[config.mk]
export PLATFORM = sky130hd
export DESIGN_NAME = tile_axi_isolate_ctrl
export DESIGN_NICKNAME = d
export VERILOG_FILES = /design/src/rtl/tile_axi_isolate_ctrl.sv
export SDC_FILE = /design/constraint.sdc
export NUM_CORES = 1
export LEC_CHECK = 0
export BUFFER_PORTS_ARGS = -buffer_cell sky130_fd_sc_hd__buf_2
export CAP_MARGIN = 20
export CORE_MARGIN = 2
export CORE_UTILIZATION = 54
export DETAILED_ROUTE_END_ITERATION = 12
export PLACE_DENSITY = 0.79
export SKIP_CTS_REPAIR_TIMING = 1
export SYNTH_ARGS = -nofsm -noshare
export SYNTH_HDL_FRONTEND = slang
export SYNTH_SLANG_ARGS = --single-unit
[constraint.sdc]
create_clock -name clk_i -period 2.6 [get_ports clk_i]
set_input_delay 0.26 -clock clk_i [delete_from_list [all_inputs] [get_ports clk_i]]
set_output_delay 0.26 -clock clk_i [all_outputs]
set_load 0.01 [all_outputs]
[src/rtl/tile_axi_isolate_ctrl.sv]
// AXI AW/AR gate for the tile narrow port: caps outstanding writes/reads and
// quiesces the port (block, drain, report isolated) ahead of tile reset or clock gating.
module tile_axi_isolate_ctrl #(
    parameter int unsigned MaxOutstanding = 16,
    parameter int unsigned CntWidth       = $clog2(MaxOutstanding + 1)
) (
    input  logic                clk_i,
    input  logic                rst_ni,
    input  logic                isolate_i,
    output logic                isolated_o,
    input  logic                slv_aw_valid_i,
    output logic                slv_aw_ready_o,
    output logic                mst_aw_valid_o,
    input  logic                mst_aw_ready_i,
    input  logic                slv_ar_valid_i,
    output logic                slv_ar_ready_o,
    output logic                mst_ar_valid_o,
    input  logic                mst_ar_ready_i,
    input  logic                b_hs_i,
    input  logic                r_last_hs_i,
    output logic [CntWidth-1:0] wr_cnt_o,
    output logic [CntWidth-1:0] rd_cnt_o,
    output logic                err_o
);

    typedef enum logic [1:0] {
        RUN      = 2'd0,
        DRAIN    = 2'd1,
        ISOLATED = 2'd2
    } state_e;

    localparam logic [CntWidth-1:0] MaxCnt = CntWidth'(MaxOutstanding);
    localparam logic [CntWidth-1:0] One    = CntWidth'(1);

    state_e              state_q;
    logic                isolated_q;
    logic                err_q;
    logic                aw_pending_q, aw_pending_d;
    logic                ar_pending_q, ar_pending_d;
    logic [CntWidth-1:0] wr_cnt_q, wr_cnt_d;
    logic [CntWidth-1:0] rd_cnt_q, rd_cnt_d;
    logic                aw_open, ar_open;
    logic                aw_hs, ar_hs;
    logic                wr_err, rd_err;
    logic                drained;

    // A request already shown to the NI stays open regardless of state or fill level.
    assign aw_open = aw_pending_q | ((state_q == RUN) && (wr_cnt_q < MaxCnt));
    assign ar_open = ar_pending_q | ((state_q == RUN) && (rd_cnt_q < MaxCnt));

    assign mst_aw_valid_o = slv_aw_valid_i & aw_open;
    assign slv_aw_ready_o = mst_aw_ready_i & aw_open;
    assign mst_ar_valid_o = slv_ar_valid_i & ar_open;
    assign slv_ar_ready_o = mst_ar_ready_i & ar_open;

    assign aw_hs = mst_aw_valid_o & mst_aw_ready_i;
    assign ar_hs = mst_ar_valid_o & mst_ar_ready_i;

    always_comb begin
        wr_cnt_d = wr_cnt_q;
        wr_err   = 1'b0;
        if (aw_hs && !b_hs_i) begin
            wr_cnt_d = wr_cnt_q + One;
        end else if (!aw_hs && b_hs_i) begin
            if (wr_cnt_q == '0) wr_err = 1'b1;
            else                wr_cnt_d = wr_cnt_q - One;
        end
    end

    always_comb begin
        rd_cnt_d = rd_cnt_q;
        rd_err   = 1'b0;
        if (ar_hs && !r_last_hs_i) begin
            rd_cnt_d = rd_cnt_q + One;
        end else if (!ar_hs && r_last_hs_i) begin
            if (rd_cnt_q == '0) rd_err = 1'b1;
            else                rd_cnt_d = rd_cnt_q - One;
        end
    end

    always_comb begin
        aw_pending_d = aw_pending_q;
        if (aw_hs)               aw_pending_d = 1'b0;
        else if (mst_aw_valid_o) aw_pending_d = 1'b1;
        ar_pending_d = ar_pending_q;
        if (ar_hs)               ar_pending_d = 1'b0;
        else if (mst_ar_valid_o) ar_pending_d = 1'b1;
    end

    // Judged on next-state values so the final completion cycle moves straight to ISOLATED.
    assign drained = (wr_cnt_d == '0) && (rd_cnt_d == '0) && !aw_pending_d && !ar_pending_d;

    always_ff @(posedge clk_i) begin
        if (!rst_ni) begin
            state_q      <= RUN;
            isolated_q   <= 1'b0;
            err_q        <= 1'b0;
            aw_pending_q <= 1'b0;
            ar_pending_q <= 1'b0;
            wr_cnt_q     <= '0;
            rd_cnt_q     <= '0;
        end else begin
            wr_cnt_q     <= wr_cnt_d;
            rd_cnt_q     <= rd_cnt_d;
            aw_pending_q <= aw_pending_d;
            ar_pending_q <= ar_pending_d;
            err_q        <= err_q | wr_err | rd_err;
            case (state_q)
                RUN: begin
                    if (isolate_i) state_q <= DRAIN;
                end
                DRAIN: begin
                    if (!isolate_i) begin
                        state_q <= RUN;
                    end else if (drained) begin
                        state_q    <= ISOLATED;
                        isolated_q <= 1'b1;
                    end
                end
                ISOLATED: begin
                    if (!isolate_i) begin
                        state_q    <= RUN;
                        isolated_q <= 1'b0;
                    end
                end
                default: begin
                    state_q    <= RUN;
                    isolated_q <= 1'b0;
                end
            endcase
        end
    end

    assign isolated_o = isolated_q;
    assign wr_cnt_o   = wr_cnt_q;
    assign rd_cnt_o   = rd_cnt_q;
    assign err_o      = err_q;

endmodule

# Yosys cells after proc, flatten, opt, wreduce, memory -nomap -nowiden
# Cells that the tools add are included.
[totals]
ff_bits = 16
word_cells = 78
[classes]
n_lt_le_gt_ge = 2
bitwise_logic = 11
n_reduce_logical = 22
add_sub_neg = 4
mux = 25
eq_ne = 7
[ops]
columns = ["cell", "n"]
rows = [
  ["two-way mux 5 bit", 6],
  ["logical NOT 5 bit", 4],
  ["two-way mux 1 bit", 13],
  ["adder 5 x 1 -> 5 bit, second input constant", 2],
  ["< comparator 5 bit, second input constant", 2],
  ["subtractor 5 x 1 -> 5 bit, second input constant", 2],
  ["logical AND 1 bit", 9],
  ["two-way mux 2 bit", 4],
  ["!= test 2 bit, second input constant", 4],
  ["AND 1 bit", 6],
  ["logical NOT 1 bit", 6],
  ["case mux 2 bit (3 select lines)", 1],
  ["OR 1 bit", 4],
  ["AND reduction 4 bit", 1],
  ["!= test 3 bit, second input constant", 1],
  ["case mux 1 bit (3 select lines)", 1],
  ["AND reduction 3 bit", 1],
  ["equality test 2 x 1 -> 1 bit, second input constant", 1],
  ["equality test 2 bit, second input constant", 1],
  ["logical NOT 2 bit", 1],
  ["NOT 1 bit", 1],
]

# Logic depth before layout (Yosys ltp)
# Gate-level depths: netlist of the first run.
[depth]
word_depth = 16
depth_mapped = 9

# Least setup slack after synthesis of the first run
# Ideal clock, no wire load.
[synth_path]
kind = "flip-flop to flip-flop"
start = "reg wr_cnt_q[0] (netlist: wr_cnt_o[0])"
end = "reg isolated_q (netlist: isolated_o)"
path_slack_ns = 0.586
path_stages_with_launch = 10
setup_time_ns = 0.069
required_ns = 2.531
arrival_time_ns = 1.945
synth_period_minus_slack_ns = 2.014
path_cell_list = "dfxtp_1 inv_1 ha_1 or4b_1 nand3b_1 o22a_1 nand2_1 nor4_4 nand3_1 o21ai_1"
[synth_via]
elab_chain_cells = 15
[synth_rtl]
columns = ["element", "line", "rtl"]
rows = [
  ["start, declared", "40", "logic [CntWidth-1:0] wr_cnt_q, wr_cnt_d;"],
  ["start signal, assigned", "103", "wr_cnt_q <= wr_cnt_d;"],
  ["< comparator 5 bit", "48", "assign aw_open = aw_pending_q | ((state_q == RUN) && (wr_cnt_q < MaxCnt));"],
  ["logical AND 1 bit", "48", ""],
  ["OR 1 bit", "48", ""],
  ["AND 1 bit", "51", "assign mst_aw_valid_o = slv_aw_valid_i & aw_open;"],
  ["AND 1 bit", "56", "assign aw_hs = mst_aw_valid_o & mst_aw_ready_i;"],
  ["logical NOT 1 bit", "64", "end else if (!aw_hs && b_hs_i) begin"],
  ["logical AND 1 bit", "64", ""],
  ["two-way mux 5 bit", "64", ""],
  ["two-way mux 5 bit", "62", "if (aw_hs && !b_hs_i) begin"],
  ["logical NOT 5 bit", "91", "assign drained = (wr_cnt_d == '0) && (rd_cnt_d == '0) && !aw_pending_d && !ar_pending_d;"],
  ["logical AND 1 bit", "91", ""],
  ["logical AND 1 bit * (2 in series)", "91", ""],
  ["!= test 2 bit (no source line) *", "n/a", ""],
  ["AND reduction 4 bit (no source line) *", "n/a", ""],
  ["end signal, assigned", "96", "isolated_q <= 1'b0;"],
  ["end signal, assigned", "117", "isolated_q <= 1'b1;"],
  ["end signal, assigned", "123", "isolated_q <= 1'b0;"],
  ["end, declared", "36", "logic isolated_q;"],
]
# Mark *: on every way between the ends. The rest lies on a longest branch, timed or not.
# A chain may end at the register's enable or synchronous reset.

# Final worst setup path of the first run
# Ends and elaborated chain as after synthesis.

==> results of run 1 <==
## cells by family (layout without fill, tap and decap cells)
group | after synthesis | in the layout | share of synthesized area, %
AOI/OAI and AO/OA | 50 | 50 | 29.6
xor gates and xnor gates | 3 | 3 | 2.20
adders and majority gates | 4 | 4 | 4.20
buffers and inverters | 14 | 39 | 4.41
DFF | 16 | 16 | 26.9
muxes | 2 | 2 | 1.78
and+or+nand+nor | 66 | 66 | 31.0
## where the power goes
group / leakage (nW) / total (W) / switching, W / internal, W
Combinational: 0.411 / 0.000688 / 0.000395 / 0.000293
Clock: 0.0210 / 0.000162 / 0.0000765 / 0.0000851
Sequential: 0.131 / 0.000383 / 0.0000831 / 0.000300
Total: 0.563 / 0.00123 / 0.000555 / 0.000678
## final cells by class
class	instances	share of cell area [%]
Timing Repair Buffer	24	8.75
Tap cell	28	2.55
Clock buffer	4	2.64
Multi-Input combinational cell	125	59.7
Inverter	11	3.01
Sequential cell	16	23.3
## registers in the layout (all words and copies together), names as in the netlist
signal / cells
isolated_o: 1
err_o: 1
rd_cnt_o: 5
state_q: 2
wr_cnt_o: 5
aw_pending_q: 1
ar_pending_q: 1
## how the worst max path moves through the flow
stage	depth (start not counted)	endpoint	slack (ns)
2_1_floorplan	9	isolated_o$_SDFFE_PN0P_	0.59
3_3_place_gp	9	state_q[1]$_SDFFE_PN0P_	0.54
3_5_place_dp	9	isolated_o$_SDFFE_PN0P_	0.43
4_1_cts	9	isolated_o$_SDFFE_PN0P_	0.42
5_1_grt	7	isolated_o$_SDFFE_PN0P_	0.21
6_report	9	isolated_o$_SDFFE_PN0P_	0.41
## Yosys cell counts (5+ instances only)
master                     instances  area share [%]
sky130_fd_sc_hd__o211ai_1          5             3.1
sky130_fd_sc_hd__dfxtp_1          16              27
sky130_fd_sc_hd__o21ai_0           5             2.1
sky130_fd_sc_hd__nor3_1            5             2.1
sky130_fd_sc_hd__and2_1            7             3.7
sky130_fd_sc_hd__inv_1            10             3.1
sky130_fd_sc_hd__a21oi_1          13             5.5
sky130_fd_sc_hd__nor2_1           12             3.8
sky130_fd_sc_hd__nand3_1           8             3.4
sky130_fd_sc_hd__nand2_1          15             4.7
## stage by stage
stage,worst slack (ns),hold slack [ns],util [%],cells,power [W]
finish,0.411,0.259,63.9,208,0.00123
global placement,0.539,0.446,62.2,204,0.00104
CTS,0.417,0.253,63.9,208,0.00123
floorplan,0.586,0.382,-,155,0.000891
detailed placement,0.434,0.478,62.2,204,0.00107
global route,0.206,0.243,63.9,208,0.00134
## per-layer routing
| layer | vias up | wire length (um) | global-route usage, % | part of all wire (%) |
|---|---|---|---|---|
| met4 | 0 | 17 | 8.56 | 0.58 |
| met3 | 2 | 187 | 4.09 | 6.4 |
| li1 | 639 | - | - | - |
| met5 | - | 0 | 0 | 0 |
| met2 | 51 | 1450 | 42.6 | 50 |
| met1 | 581 | 1260 | 28.1 | 43 |
## worst reg2reg max path, stage by stage, from the launching register on
cell and delay [ns]:
sky130_fd_sc_hd__dfxtp_1 0.40, sky130_fd_sc_hd__inv_1 0.12, sky130_fd_sc_hd__ha_1 0.19, sky130_fd_sc_hd__or4b_1 0.51, sky130_fd_sc_hd__nand3b_1 0.12, sky130_fd_sc_hd__o22a_1 0.14
sky130_fd_sc_hd__nand2_1 0.08, sky130_fd_sc_hd__nor4_4 0.28, sky130_fd_sc_hd__nand3_1 0.14, sky130_fd_sc_hd__o21ai_1 0.14
==> Implementation_results.wiki, run 1 <==
{| class="wikitable"
! Metric !! Value
|-
| Final period util || 84.2%
|-
| Final HPWL DP || 2270 um
|-
| Final weighted congestion in routability-driven placement || 0.960
|-
| Number of enable flip-flop cells after synthesis || 0
|-
| Yosys Warn Count || 0
|-
| Max Slew Vio Count || 0
|-
| Post-synthesis instance area || 1190 um2
|-
| Via count of the first global-routing pass || 1122
|-
| I/O Pins || 25
|-
| Post-detailed-route wirelength per cell || 14.0 um
|-
| TritonCTS clock tree || built
|-
| Startpoint of the most critical hold path || isolate_i
|-
| Sort of element at the start of the critical path || flop
|-
| Depth of the worst hold-timing path || 3
|-
| Crit path capture type || flop
|-
| Largest driver fanout on the critical path || 8
|-
| Fraction of layout instances using a drive strength above 1 || 18.9%
|-
| Length in cells of the worst reg-to-reg path || 9
|-
| Number of instances in the synthesized netlist || 155
|-
| CP cell instances || inv_1 -> ha_1 -> or4b_1 -> nand3b_1 -> o22a_1 -> nand2_1 -> nor4_4 -> nand3_1 -> o21ai_1
|-
| Setup Total Neg Slack || 0 ns
|-
| Maximum number of pins on one net before global-route repair || 15
|-
| CTS Root Buffer Type || sky130_fd_sc_hd__clkbuf_4
|-
| Setup-failing EPs final || 0
|-
| Hold violation total from the final report || 0
|-
| Overall routed net length || 2920 um
|-
| Clock Latency Late Sink || 0.28 ns
|-
| Core Box Area || 2150 um2
|-
| CTS max path bufs || 2
|-
| Antenna viol nets, final || 0
|-
| Dpl cell area || 1340 um2
|-
| Number of search-and-repair iterations in the first detailed-routing pass || 6
|-
| Max H-tree Level || 1
|-
| R2R Path End || isolated_o$_SDFFE_PN0P_
|-
| Number of vias per cell || 6.12
|-
| Min Clock Period, post-route || 2.19 ns
|-
| CP max stage delay || 0.51 ns
|-
| Total of flip-flops plus latches after synthesis || 16
|-
| Die ar. || 2600 um2
|-
| Final global-route overflow total || 0
|-
| Required time of the worst setup path || 2.82 ns
|-
| Crit path buf inv count || 1
|-
| Average cell area after synthesis || 7.69 um2
|-
| Clock Sinks || 16
|-
| Rel. slew slack || 61.7%
|-
| Clock Skew || 0.00388 ns
|-
| Leakage power || 0.563 nW
|-
| Die extent in y || 51.0 um
|-
| Worst hold path endpoint || state_q[1]$_SDFFE_PN0P_
|-
| Proportion of synthesized chip area in sequential cells || 26.9%
|-
| Launch point of the critical path || wr_cnt_o[0]$_SDFF_PN0_
|-
| Least-Margin Pin Slew || 0.571 ns
|-
| # rows || 17
|-
| Number of antenna violations at the first check in global routing || 0
|-
| Detailed-route via count || 1273
|-
| Total inserted antenna cells || 0
|-
| Initial cell density of the core || 55.5%
|-
| Dominant register cell in the synthesized netlist || sky130_fd_sc_hd__dfxtp_1
|-
| Final net count || 194
|-
| Worst min path class || in2reg
|-
| Library cell contributing the largest single delay on the critical path || sky130_fd_sc_hd__or4b_1
|-
| Area growth from synthesis to layout || 15.1%
|-
| Final design area excluding fillers || 1370 um2
|-
| Die X-Extent || 51.0 um
|-
| Max VDD drop || 0.000582 V
|-
| Port Buf Inserts || 24
|-
| Number of buffers inserted during clock tree synthesis || 3
|-
| Most frequent cells in the layout || sky130_fd_sc_hd__buf_2 (24), sky130_fd_sc_hd__dfxtp_1 (16), sky130_fd_sc_hd__nand2_1 (15)
|-
| Async set-reset flop share out of synthesis || 0%
|-
| Most common library cell in the layout ignoring fill and taps || sky130_fd_sc_hd__buf_2
|-
| Number of remaining DRC errors || 0
|-
| Critical path arrival || 2.40 ns
|-
| GRT Util Overall || 23.8%
|-
| Flop-to-flop setup slack || 0.41 ns
|-
| CP top delay family || simple AND/OR/NAND/NOR gates
|-
| Fillers || 222
|-
| Unrepaired setup endpoints after global routing || false
|-
| Max Cap Viol || 0
|-
| Outcome || finished clean
|-
| CTS clk-pin slew, worst paths || 0.09 ns
|-
| Synthesized net count || 168
|-
| Area used by sequential logic in the layout || 320 um2
|-
| Power per unit of standard cell area || 898 nW/um2
|-
| Launching point of the worst reg2reg path || wr_cnt_o[0]$_SDFF_PN0_
|-
| Wire length of the first global-routing pass || 4780 um
|-
| Fmax || 457 MHz
|-
| Number of distinct library cells after synthesis || 47
|-
| Multi-input gate area in the final layout || 820 um2
|-
| Start-to-end type of the worst setup path || reg2reg
|-
| Detailed Route Iter0 Violations || 36
|}
Power figures use the tool's default switching activity.
==> run 2, diff against run 1 <==
--- a/config.mk
+++ b/config.mk
@@ -8,9 +8,9 @@
 export BUFFER_PORTS_ARGS = -buffer_cell sky130_fd_sc_hd__buf_2
 export CAP_MARGIN = 20
 export CORE_MARGIN = 2
-export CORE_UTILIZATION = 54
+export CORE_UTILIZATION = 48
 export DETAILED_ROUTE_END_ITERATION = 12
-export PLACE_DENSITY = 0.79
+export PLACE_DENSITY = 0.74
 export SKIP_CTS_REPAIR_TIMING = 1
 export SYNTH_ARGS = -nofsm -noshare
 export SYNTH_HDL_FRONTEND = slang
==> constraint.sdc (replaced) <==
create_clock -name clk_i -period 1.75 [get_ports clk_i]
set_input_delay 0.175 -clock clk_i [delete_from_list [all_inputs] [get_ports clk_i]]
set_output_delay 0.175 -clock clk_i [all_outputs]
set_load 0.01 [all_outputs]
==> run 2 against run 1 <==
The flow now finishes with violations (negative setup slack). Clock power grew 59%. Sequential share of layout area shrank 5.4 points. Via count grew 17%. Register-to-register slack lost 0.68 ns. Non-clock buffer count grew 50. Utilization grew 12 points. Fmax grew 8.3%. First-iteration DRC count shrank 2.8%. Final cell count grew 25%. Global-route usage grew 4.0 points. Sequential power grew 42%. Critical endpoint is now state_q[1]$_SDFFE_PN0P_.
==> Implementation_results.wiki, run 2 (synthesized netlist as in run 1, its figures left out) <==
{| class="wikitable"
! Metric !! Value
|-
| Rel. slew slack || 68.4%
|-
| Number of antenna violations at the first check in global routing || 0
|-
| Combinational cell fraction of total power || 67.5%
|-
| Overall routed net length || 3710 um
|-
| Min Clock Period, post-route || 2.02 ns
|-
| Total internal power || 0.00145 W
|-
| Pwr Total || 0.00246 W
|-
| Final HPWL DP || 2840 um
|-
| Most common library cell in the layout ignoring fill and taps || sky130_fd_sc_hd__buf_4
|-
| Die ar. || 2900 um2
|-
| Crit path buf inv count || 0
|-
| Core Box Area || 2410 um2
|-
| Final weighted congestion in routability-driven placement || 0.953
|-
| Sort of element at the start of the critical path || flop
|-
| Power per unit of standard cell area || 1340 nW/um2
|-
| Fmax || 495 MHz
|-
| Post-detailed-route wirelength per cell || 14.3 um
|-
| Library cell contributing the largest single delay on the critical path || sky130_fd_sc_hd__or3_4
|-
| I/O Pins || 25
|-
| Fillers || 192
|-
| Setup-failing EPs final || 5
|-
| CP cell instances || or3_4 -> a21oi_4 -> mux2i_1 -> a22oi_2 -> nor4_4 -> nand3_1 -> o21ai_1
|-
| Detailed-route via count || 1493
|-
| Max Cap Viol || 0
|-
| Maximum number of pins on one net before global-route repair || 10
|-
| Number of vias per cell || 5.74
|-
| Max Slew Vio Count || 0
|-
| Fraction of layout instances using a drive strength above 1 || 46.1%
|-
| Start-to-end type of the worst setup path || reg2reg
|-
| Number of search-and-repair iterations in the first detailed-routing pass || 5
|-
| Total inserted antenna cells || 0
|-
| Seq pwr share || 22.0%
|-
| Largest driver fanout on the critical path || 5
|-
| TritonCTS clock tree || built
|-
| Port Buf Inserts || 24
|-
| Number of buffers inserted during clock tree synthesis || 3
|-
| CTS clk-pin slew, worst paths || 0.10 ns
|-
| Detailed Route Iter0 Violations || 35
|-
| Die extent in y || 53.8 um
|-
| Failing checks || negative setup slack
|-
| DP Worst Slack || -0.195 ns
|-
| Final cell utilization of the core || 76.3%
|-
| Area growth from synthesis to layout || 54.1%
|-
| Clock Skew || 0.000997 ns
|-
| Via count of the first global-routing pass || 1305
|-
| Multi-input gate area in the final layout || 898 um2
|-
| Relative contribution of the clock network to total power || 10.4%
|-
| CP top delay family || simple AND/OR/NAND/NOR gates
|-
| CTS max path bufs || 2
|-
| Final period util || 115%
|-
| Required time of the worst setup path || 1.99 ns
|-
| Least-Margin Pin Slew || 0.473 ns
|-
| Power dissipated by switching net loads || 0.00101 W
|-
| Max H-tree Level || 1
|-
| Leakage power || 0.827 nW
|-
| Unrepaired setup endpoints after global routing || true
|-
| Critical path arrival || 2.26 ns
|-
| Area used by sequential logic in the layout || 329 um2
|-
| Initial cell density of the core || 49.5%
|-
| Final worst slack || -0.271 ns
|-
| Max VDD drop || 0.00123 V
|-
| Clock Sinks || 16
|-
| Antenna viol nets, final || 0
|-
| Net Sw Frac || 41.1%
|-
| Crit path capture type || flop
|-
| CTS Root Buffer Type || sky130_fd_sc_hd__clkbuf_4
|-
| Worst min path class || in2reg
|-
| Hold violation total from the final report || 0
|-
| Most frequent cells in the layout || sky130_fd_sc_hd__buf_4 (50), sky130_fd_sc_hd__buf_2 (24), sky130_fd_sc_hd__nand2_1 (15)
|-
| Outcome || finished with violations
|-
| CP max stage delay || 0.42 ns
|-
| Clock Latency Late Sink || 0.30 ns
|-
| # rows || 18
|-
| Number of remaining DRC errors || 0
|-
| Final global-route overflow total || 0
|-
| GRT Util Overall || 27.7%
|-
| Final net count || 244
|-
| Die X-Extent || 53.8 um
|-
| Wire length of the first global-routing pass || 5810 um
|-
| Flop-to-flop setup slack || -0.27 ns
|-
| Hold slack || 0.178 ns
|}
run 2: through the flow:
step | cell area (um2) | setup TNS, ns | cells
2_1_floorplan | 1220 | -0.127 | 155
3_3_place_gp | 1720 | -0.407 | 252
3_5_place_dp | 1720 | -0.591 | 252
4_1_cts | 1750 | -0.919 | 256
5_1_grt | 1840 | -1.52 | 260
6_report | 1840 | -0.950 | 260
run 2: final timing paths:
path	start	end	cells past startpoint
worst max register to register	state_q[1]$_SDFFE_PN0P_	state_q[1]$_SDFFE_PN0P_	7
worst max-delay path	state_q[1]$_SDFFE_PN0P_	state_q[1]$_SDFFE_PN0P_	7
worst min-delay path	isolate_i	state_q[1]$_SDFFE_PN0P_	3
worst min register to register	isolated_o$_SDFFE_PN0P_	isolated_o$_SDFFE_PN0P_	2
run 2: power groups by stage:
| stage | registers (W) | logic [W] | clock network, W |
|---|---|---|---|
| after floorplan | 0.000594 | 0.000763 | 0 |
| after global placement | 0.000539 | 0.00142 | 0 |
| after detailed placement | 0.000541 | 0.00145 | 0 |
| after CTS | 0.000534 | 0.00146 | 0.000257 |
| after global routing | 0.000551 | 0.00182 | 0.000276 |
| final | 0.000542 | 0.00166 | 0.000257 |
run 2: layer usage:
layer  share of wire [%]  GRT usage [%]
met4                 2.4           10.7
met5                   0              0
met1                  42           34.5
met3                 5.0           4.17
met2                  50           47.8
run 2: final cells by class:
class	count	share of cell area [%]
Clock buffer	4	1.97
Tap cell	30	2.04
Inverter	11	2.25
Timing Repair Buffer	74	27.0
Sequential cell	16	17.9
Multi-Input combinational cell	125	48.9
run 2: worst reg2reg max path: stages, from the launching register on:
cell                      delay [ns]
sky130_fd_sc_hd__dfxtp_2        0.35
sky130_fd_sc_hd__or3_4          0.42
sky130_fd_sc_hd__a21oi_4        0.20
sky130_fd_sc_hd__mux2i_1        0.23
sky130_fd_sc_hd__a22oi_2        0.11
sky130_fd_sc_hd__nor4_4         0.33
sky130_fd_sc_hd__nand3_1        0.17
sky130_fd_sc_hd__o21ai_1        0.14
